**config.mk**
```make
export PLATFORM = sky130hd
export DESIGN_NAME = mul_div_unit
export DESIGN_NICKNAME = d
export VERILOG_FILES = /design/src/rtl/mul_div_pkg.sv /design/src/rtl/mul_div_signfix.sv /design/src/rtl/mul_div_unit.sv
export SDC_FILE = /design/constraint.sdc
export NUM_CORES = 1
export LEC_CHECK = 0
export BUFFER_PORTS_ARGS = -buffer_cell sky130_fd_sc_hd__buf_2
export CAP_MARGIN = 40
export CORE_MARGIN = 2
export CORE_UTILIZATION = 25
export DETAILED_ROUTE_END_ITERATION = 12
export PLACE_DENSITY_LB_ADDON = 0.08
export SKIP_LAST_GASP = 1
export SLEW_MARGIN = 0
export SYNTH_ARGS = -nofsm -noshare
export SYNTH_HDL_FRONTEND = slang
export SYNTH_HIERARCHICAL = 1
export SYNTH_SLANG_ARGS = --single-unit
```
**constraint.sdc**
```tcl
create_clock -name clk -period 3.05 [get_ports clk]
set_clock_uncertainty 0.2 [all_clocks]
set_input_delay 0.61 -clock clk [delete_from_list [all_inputs] [get_ports clk]]
set_output_delay 0.61 -clock clk [all_outputs]
set_load 0.03 [all_outputs]
```
**src/rtl/mul_div_pkg.sv**
```systemverilog
// rtl/mul_div_pkg.sv - shared op encodings, FSM states and Z bus select codes for the multiply/divide unit
package mul_div_pkg;

    localparam logic [1:0] OP_MUL  = 2'b00;
    localparam logic [1:0] OP_DIV  = 2'b01;
    localparam logic [1:0] OP_MULU = 2'b10;
    localparam logic [1:0] OP_DIVU = 2'b11;

    typedef enum logic [1:0] {
        IDLE = 2'd0,
        RUN  = 2'd1,
        DONE = 2'd2
    } state_t;

    // Bus multiplexer select codes that route zhi/zlo onto the bus
    localparam logic [4:0] SEL_ZHI = 5'd18;
    localparam logic [4:0] SEL_ZLO = 5'd19;

endpackage

```
**src/rtl/mul_div_signfix.sv**
```systemverilog
// rtl/mul_div_signfix.sv - conditional two's-complement negation (operand magnitude / result sign correction)
module mul_div_signfix #(
    parameter int N = 32
) (
    input  logic [N-1:0] x,
    input  logic         neg,
    output logic [N-1:0] y
);

    assign y = neg ? (~x + N'(1)) : x;

endmodule

```
**src/rtl/mul_div_unit.sv**
```systemverilog
// rtl/mul_div_unit.sv - multi-cycle radix-2 multiply/divide producing the ZHI/ZLO pair
// Optional unsigned MULU/DIVU variants: define MUL_DIV_UNSIGNED_EN
module mul_div_unit
    import mul_div_pkg::*;
#(
    parameter int WIDTH = 32
) (
    input  logic             clk,
    input  logic             clr_n,
    input  logic             start,
    input  logic [1:0]       op,
    input  logic [WIDTH-1:0] a,
    input  logic [WIDTH-1:0] b,
    output logic             busy,
    output logic             done,
    output logic             div_by_zero,
    output logic [WIDTH-1:0] zhi,
    output logic [WIDTH-1:0] zlo
);

    localparam int CW = $clog2(WIDTH + 1);

    state_t             state, state_nxt;
    logic [CW-1:0]      cnt;
    logic [2*WIDTH-1:0] acc;
    logic [WIDTH-1:0]   rem;
    logic [WIDTH-1:0]   bmag;
    logic               op_div;
    logic               neg_q;
    logic               neg_r;

    logic               req_signed;
    logic               sgn_a, sgn_b;
    logic [WIDTH-1:0]   mag_a, mag_b;

`ifdef MUL_DIV_UNSIGNED_EN
    assign req_signed = ~op[1];
`else
    logic unused_op_hi;
    assign unused_op_hi = op[1];
    assign req_signed   = 1'b1;
`endif

    assign sgn_a = req_signed & a[WIDTH-1];
    assign sgn_b = req_signed & b[WIDTH-1];

    mul_div_signfix #(.N(WIDTH)) u_mag_a (.x(a), .neg(sgn_a), .y(mag_a));
    mul_div_signfix #(.N(WIDTH)) u_mag_b (.x(b), .neg(sgn_b), .y(mag_b));

    // acc low word holds multiplier (MUL) or dividend/quotient (DIV); bmag is multiplicand/divisor
    logic [WIDTH:0] mul_sum;
    logic [WIDTH:0] div_shift;
    logic [WIDTH:0] div_diff;

    assign mul_sum   = {1'b0, acc[2*WIDTH-1:WIDTH]} + (acc[0] ? {1'b0, bmag} : '0);
    assign div_shift = {rem, acc[WIDTH-1]};
    assign div_diff  = div_shift - {1'b0, bmag};

    logic [2*WIDTH-1:0] prod_fix;
    logic [WIDTH-1:0]   quo_fix;
    logic [WIDTH-1:0]   rem_fix;

    mul_div_signfix #(.N(2*WIDTH)) u_fix_prod (.x(acc),            .neg(neg_q), .y(prod_fix));
    mul_div_signfix #(.N(WIDTH))   u_fix_quo  (.x(acc[WIDTH-1:0]), .neg(neg_q), .y(quo_fix));
    mul_div_signfix #(.N(WIDTH))   u_fix_rem  (.x(rem),            .neg(neg_r), .y(rem_fix));

    always_ff @(posedge clk or negedge clr_n) begin
        if (!clr_n) begin
            state <= IDLE;
        end else begin
            state <= state_nxt;
        end
    end

    always_comb begin
        state_nxt = state;
        case (state)
            IDLE:    if (start) state_nxt = RUN;
            RUN:     if (cnt == '0) state_nxt = DONE;
            DONE:    state_nxt = IDLE;
            default: state_nxt = IDLE;
        endcase
    end

    assign busy = (state != IDLE);
    assign done = (state == DONE);

    // RUN spends WIDTH cycles stepping and one final cycle latching corrected results
    always_ff @(posedge clk or negedge clr_n) begin
        if (!clr_n) begin
            cnt         <= '0;
            acc         <= '0;
            rem         <= '0;
            bmag        <= '0;
            op_div      <= 1'b0;
            neg_q       <= 1'b0;
            neg_r       <= 1'b0;
            div_by_zero <= 1'b0;
            zhi         <= '0;
            zlo         <= '0;
        end else begin
            case (state)
                IDLE: begin
                    if (start) begin
                        acc    <= {{WIDTH{1'b0}}, mag_a};
                        bmag   <= mag_b;
                        rem    <= '0;
                        cnt    <= CW'(WIDTH);
                        op_div <= op[0];
                        neg_q  <= sgn_a ^ sgn_b;
                        neg_r  <= sgn_a;
                    end
                end
                RUN: begin
                    if (cnt != '0) begin
                        cnt <= cnt - CW'(1);
                        if (op_div) begin
                            acc[WIDTH-1:0] <= {acc[WIDTH-2:0], ~div_diff[WIDTH]};
                            rem            <= div_diff[WIDTH] ? div_shift[WIDTH-1:0]
                                                              : div_diff[WIDTH-1:0];
                        end else begin
                            acc <= {mul_sum, acc[WIDTH-1:1]};
                        end
                    end else if (op_div) begin
                        // Divide by zero leaves rem = |a|, so rem_fix restores the raw dividend
                        div_by_zero <= (bmag == '0);
                        zlo         <= (bmag == '0) ? '1 : quo_fix;
                        zhi         <= rem_fix;
                    end else begin
                        div_by_zero <= 1'b0;
                        zhi         <= prod_fix[2*WIDTH-1:WIDTH];
                        zlo         <= prod_fix[WIDTH-1:0];
                    end
                end
                default: ;
            endcase
        end
    end

endmodule

```
* Yosys cells after proc, flatten, opt, wreduce, memory -nomap -nowiden
Cells that the tools add are included.
Word-level totals: bits of input ports 69, output and inout port bits 67, memories 0, memory bits (read-only) 0, latch bits 0, register bits after elaboration 204, memory bits (writable) 0
Cells by class: divide/modulo/power cells 0, multiplexer cells 26, shift operators 0, $mul 0, bitwise logic cells 8, reduce and logical (&&, ||, !) cells 12, equal/unequal tests 7, add/subtract/negate cells 8, order comparisons 0
Operators by type and width (number):
- 2-to-1 mux 32 bit | 14
- 2-to-1 mux 64 bit | 3
- adder 32 x 1 -> 32 bit, second input constant | 4
- inverter 32 bit | 4
- case mux 64 bit (2 select lines) | 1
- adder 64 x 1 -> 64 bit, second input constant | 1
- inverter 64 bit | 1
- case mux 32 bit (2 select lines) | 1
- adder 32 x 32 -> 33 bit | 1
- subtractor 33 x 32 -> 33 bit | 1
- logical NOT 32 bit | 1
- 2-to-1 mux 6 bit | 2
- case mux 6 bit (2 select lines) | 1
- inequality test 2 bit, second input constant | 5
- AND reduction 4 bit | 2
- logical NOT 6 bit | 1
- AND reduction 2 bit | 3
- nonzero test 6 bit | 1
- subtractor 6 x 1 -> 6 bit, second input constant | 1
- 2-to-1 mux 2 bit | 2
- case mux 2 bit (2 select lines) | 1
- nonzero test 2 bit | 2
- AND reduction 3 bit | 1
- equality test 2 x 1 -> 1 bit, second input constant | 1
- 5 further kinds | 6

* Logic depth before layout (Yosys ltp)
word-level depth 5, depth in mapped cells 14, gate-level depth less buffers 13

* By module
Netlist, hierarchy kept.
Modules (own cells, without submodules):
- mul_div_unit | area each 12628.4 um^2, times used 1, cells each 1491
- mul_div_signfix at u_fix_quo ... | area each 777.0 um^2, times used 4, cells each 99
- mul_div_signfix at u_fix_prod | area each 1649.1 um^2, times used 1, cells each 206

* Worst setup path before layout
No wires, ideal clock.
path type flip-flop to flip-flop, start register acc[0], end register acc[61], library setup time 0.134 ns, data required time 2.716 ns, arrival time 2.981 ns, slack -0.265 ns, stages on the path, launching flop included 14, cell sequence dfrtp_1 > clkbuf_1 > and2_1 > ha_1 > buf_2 > a21o_1 > a21o_1 > a21o_1 > a2111oi_0 > a21oi_1 > a2111oi_2 > o21ai_1 > xnor2_1 > o21ai_0
On the way: longest elaborated chain between the ends 5
Ends and longest elaborated chain:
- from (decl) | line mul_div_unit.sv:25 | logic [2*WIDTH-1:0] acc;
- from (signal assigned) | line mul_div_unit.sv:105 | acc <= {{WIDTH{1'b0}}, mag_a};
- from (signal, indexed assignment) | line mul_div_unit.sv:118 | acc[WIDTH-1:0] <= {acc[WIDTH-2:0], ~div_diff[WIDTH]};
- from (signal assigned) | line mul_div_unit.sv:122 | acc <= {mul_sum, acc[WIDTH-1:1]};
- 2-to-1 mux 32 bit | line mul_div_unit.sv:55 | assign mul_sum = {1'b0, acc[2*WIDTH-1:WIDTH]} + (acc[0] ? {1'b0, bmag} : '0);
- adder 32 x 32 -> 33 bit | line mul_div_unit.sv:55
- 2-to-1 mux 32 bit | line mul_div_unit.sv:117 | if (op_div) begin
- 2-to-1 mux 64 bit | line mul_div_unit.sv:115 | if (cnt != '0) begin
- case mux 64 bit (2 select lines) | line mul_div_unit.sv:102 | case (state)
Every way passes these cells. The select of a mux whose other input is x is not followed. A chain may end at the register's enable or synchronous reset.

* Final worst setup path
start register acc[31], end register rem[8]
On the way: longest elaborated chain between the ends 5
Ends and longest elaborated chain:
- subtractor 33 x 32 -> 33 bit | line mul_div_unit.sv:57 | assign div_diff = div_shift - {1'b0, bmag};
- 2-to-1 mux 32 bit | line mul_div_unit.sv:119 | rem <= div_diff[WIDTH] ? div_shift[WIDTH-1:0]
- 2-to-1 mux 32 bit | line mul_div_unit.sv:117
- 2-to-1 mux 32 bit | line mul_div_unit.sv:115
- case mux 32 bit (2 select lines) | line mul_div_unit.sv:102
- to (signal assigned) | line mul_div_unit.sv:119
- to (decl) | line mul_div_unit.sv:26 | logic [WIDTH-1:0] rem;
Every way passes these cells. The select of a mux whose other input is x is not followed.

==> results.sh <==
export IMPL_clkSlewWorstSetupHoldPaths_ps=50
export IMPL_multiplexer_share_of_the_synthesized_area=0.0534
export IMPL_cp_top_family="compound AO/OA/AOI/OAI gates"
export IMPL_synth_cell_types=83
export IMPL_die_x_um=268
export IMPL_gr_total_overflow=0
export IMPL_finalPower_w=0.0298
export IMPL_pin_count_of_the_biggest_net_entering_global_routing=131
export IMPL_hold_violations=0
export IMPL_timing_critical_path_to_type="register"
export IMPL_hold_path_startpoint="op[0]"
export IMPL_gr_usage_met1=0.273
export IMPL_fill_cells=7331
export IMPL_floorplan_io_pins=136
export IMPL_critical_path_slowest_cell="dfrtp_2"
export IMPL_final_area_um2=22700
export IMPL_final_period_utilization=1.06
export IMPL_place_detailed_hpwl_um=50100
export IMPL_yosys_area_top_type="dfrtp_1"
export IMPL_post_layout_min_period_ps=3250
export IMPL_setup_ws_ps=-198
export IMPL_finalCoreUtilization=0.331
export IMPL_globalRoute_busiestLayer="met1"
export IMPL_netlist_instances=2093
export IMPL_floorplan_die_area_um2=71700
export IMPL_core_area_um2=68700
export IMPL_syn2layout_area_growth_pct=30.7
export IMPL_crit_type="register to register"
export IMPL_clock_path_buffers=3
export IMPL_synth_simple_area_share=0.218
export IMPL_cts_sink_count=204
export IMPL_startpoint_kind_of_the_worst_setup_timing_path="register"
export IMPL_synth_edf_count=0
export IMPL_report_final_slew_viol_count=0
export IMPL_synth_flop_cell="dfrtp_1"
export IMPL_run_status="finished with violations"
export IMPL_rr_endpoint="rem[8]"
export IMPL_drv_cap=0
export IMPL_antenna_found_initial=1
export IMPL_drcViolationCount=0
export IMPL_synth_top_family_by_area="compound AO/OA/AOI/OAI gates"
export IMPL_synth_area_leaders="dfrtp_1 (29%), xnor2_1 (10%), o21ai_0 (8.4%)"
export IMPL_total_leakage_power_nw=9.75
export IMPL_vias=16400
export IMPL_clock_root_buffer="clkbuf_16"
export IMPL_adder_and_majority_gate_portion_of_the_synthesized_area=0.0534
export IMPL_syn_num_nets=2235
export IMPL_buffer_ports_inserted=134
export IMPL_violations="setup timing"
export IMPL_critical_path_reg2reg_startpoint="acc[31]"
export IMPL_worst_path_max_fanout=6
export IMPL_synth_avg_cell_area_um2=8.31
export IMPL_synthDominantCellAreaShare=0.294
export IMPL_worstPathBufferInverterCount=5
export IMPL_yosysWarningCount=6
export IMPL_route_antenna_remaining_nets=0
export IMPL_global_route_track_usage_on_met3=0.0158
export IMPL_final_instance_count_excl_fill=3392
export IMPL_tritoncts_clock_tree="done"
export IMPL_grt_pass1_wl_um=99200
export IMPL_antenna_diode_count=0
export IMPL_cts_max_level=1
export IMPL_maxSlewHeadroom=0.507
export IMPL_asyncSetResetFlopFracSynth=1.00
export IMPL_drive_above_1_share=0.262
export IMPL_cts_buffers=29
export IMPL_worstSkewPairLatency_ps=600
export IMPL_endpoint_with_the_worst_hold_slack="op_div"
export IMPL_vdd_ir_drop_worst_v=0.000630
export IMPL_critical_path_arrival_ps=3470
export IMPL_r2r_slack_ps=-200
export IMPL_synth_xor_area_share=0.119
export IMPL_ff2ff_path_depth=15
export IMPL_route_final_wire_length_um=63700
export IMPL_worst_path_largest_cell_delay_ps=400
export IMPL_pwr_density_cell_nw_per_um2=1310
export IMPL_setup_violations_final=41
export IMPL_initial_utilization=0.253
export IMPL_row_count=96
export IMPL_grtUsageTotal=0.177
export IMPL_netlist_area_before_placement_um2=17400
export IMPL_holdCritPathClass="primary input to register"
export IMPL_proportion_of_synthesized_chip_area_in_sequential_cells=0.294
export IMPL_dpl_cell_count=3316
export IMPL_post_drt_wl_per_cell_um=18.8
export IMPL_routed_via_density=4.83
export IMPL_grt_pass1_vias=16400
export IMPL_rsz0062_at_grt="true"
export IMPL_chip_height_um=268
export IMPL_globalRouteMet2Util=0.269
export IMPL_crit_path_frequent_cell="inv_2"
export IMPL_first_drt_pass_iteration_count=6
export IMPL_design_final_nets=2582
export IMPL_maxClockFrequency_mhz=308
export IMPL_dp_area_um2=21000
export IMPL_synth_seq_cells=204
export IMPL_crit_required_ps=3270
export IMPL_worstPathCellList="inv_2 -> ha_4 -> inv_2 -> fa_2 -> a211oi_4 -> o211ai_1 -> a211oi_2 -> buf_4 -> o211ai_4 -> a21o_1 -> o311ai_4 -> buf_6 -> buf_12 -> mux2i_1 -> o21ai_1"
export IMPL_number_of_cells_traversed_by_the_worst_hold_path=2
export IMPL_fraction_of_the_mapped_netlist_area_in_compound_gates=0.224
export IMPL_worst_slew_pin_transition_ps=740
export IMPL_gp_congestion=0.866
export IMPL_initialDrtViolationCount=1014
layout by cell type (no fill, tap or decap), types with 9 or more instances in the layout:
cell type	count
buf_4	262
clkbuf_8	9
nand3_1	28
ha_4	10
nand2_1	329
o21ai_1	41
mux2i_1	85
clkbuf_16	29
buf_2	133
or3_1	21
buf_12	13
o31ai_1	55
nor2b_1	13
a21o_1	32
xnor2_1	205
nor4_4	18
a21oi_1	77
o21ai_0	254
nor4_1	20
o41ai_1	28
nand2b_1	24
and2_1	29
xor2_1	29
nand4_1	21
inv_1	61
ha_1	59
nor3_1	21
o41ai_2	23
nor2_1	107
dfrtp_1	197
or2_2	10
o21a_1	11
sequential cells by signal, indices dropped and copies added, names as in the netlist:
| name | flops |
|---|---|
| bmag | 32 |
| acc | 64 |
| zhi | 32 |
| rem | 32 |
| cnt | 6 |
| zlo | 32 |
| div_by_zero | 1 |
| neg_q | 1 |
| neg_r | 1 |
| op_div | 1 |
| state | 2 |
worst reg2reg max path, delay by kind of cell (launching register included):
| kind | cells | cell delay [ps] |
|---|---|---|
| buffers and inverters | 5 | 650 |
| AO/OA/AOI/OAI | 7 | 1140 |
| adder cells (fa/ha/maj) | 2 | 510 |
| flip-flops | 1 | 400 |
| multiplexers | 1 | 200 |
cells in the mapped netlist (22+ instances only):
cell and number:
a21o_1 32, nand3_1 29, o41ai_1 31, a21oi_1 84, nor2_1 109, ha_1 71, clkbuf_1 78, xnor2_1 206
o21ai_0 293, mux2i_1 86, o31ai_1 58, inv_1 64, nor3_1 22, xor2_1 30, nand2b_1 25, nand2_1 333
dfrtp_1 204, and2_1 37
worst max path at each step:
stage / from / end / slack (ps) / cells after the start
after floorplan: acc[0] / acc[61] / -80 / 13
after CTS: acc[31] / rem[12] / -170 / 15
after global placement: acc[31] / rem[22] / -230 / 13
final: acc[31] / rem[8] / -200 / 15
after global routing: acc[31] / rem[11] / -330 / 15
after detailed placement: bmag[0] / acc[61] / -240 / 15
layer usage:
metal	vias to the layer above	routed length, um
li1	8201	-
met1	7887	34000
met2	239	27000
met3	49	1610
met4	0	1060
met5	-	0
power breakdown:
group | switching, W | total, W | internal [W]
combinational | 0.0119 | 0.0212 | 0.00931
clock | 0.00135 | 0.00338 | 0.00203
sequential | 0.00120 | 0.00517 | 0.00397
total | 0.0144 | 0.0298 | 0.0153
layout make-up:
| class | count | area [um2] | share of cell area |
|---|---|---|---|
| Tap cell | 931 | 1160 | 0.0513 |
| Sequential cell | 204 | 5120 | 0.225 |
| Inverter | 64 | 240 | 0.0106 |
| Clock buffer | 45 | 876 | 0.0386 |
| Multi-Input combinational cell | 1720 | 12200 | 0.535 |
| Clock inverter | 7 | 63.8 | 0.00281 |
| Timing Repair Buffer | 421 | 3090 | 0.136 |
stage by stage:
stage	setup TNS, ps	worst slack, ps	hold slack, ps
finish	-5020	-198	107
global route	-10550	-334	87.0
CTS	-4950	-167	80.8
detailed placement	-8450	-236	252
global placement	-8370	-228	259
floorplan	-467	-84.2	114
what timing repair did:
| item | CTS | global route |
|---|---|---|
| cloned | 3 | 0 |
| setup endpoints to repair | 50 | 67 |
| buffers inserted | 8 | 12 |
| hold endpoints to repair | 56 | 0 |
| hold buffers | 1 | 0 |
| pin swaps | 20 | 26 |
| gates resized for setup | 60 | 71 |
kinds of logic after synthesis:
kind of cell	after synthesis
AO/OA/AOI/OAI	601
XOR/XNOR	236
adder cells (fa/ha/maj)	73
buffers and inverters	169
flip-flops	204
multiplexers	92
AND/OR/NAND/NOR	718
No activity file was read; power rests on OpenSTA's default activity.
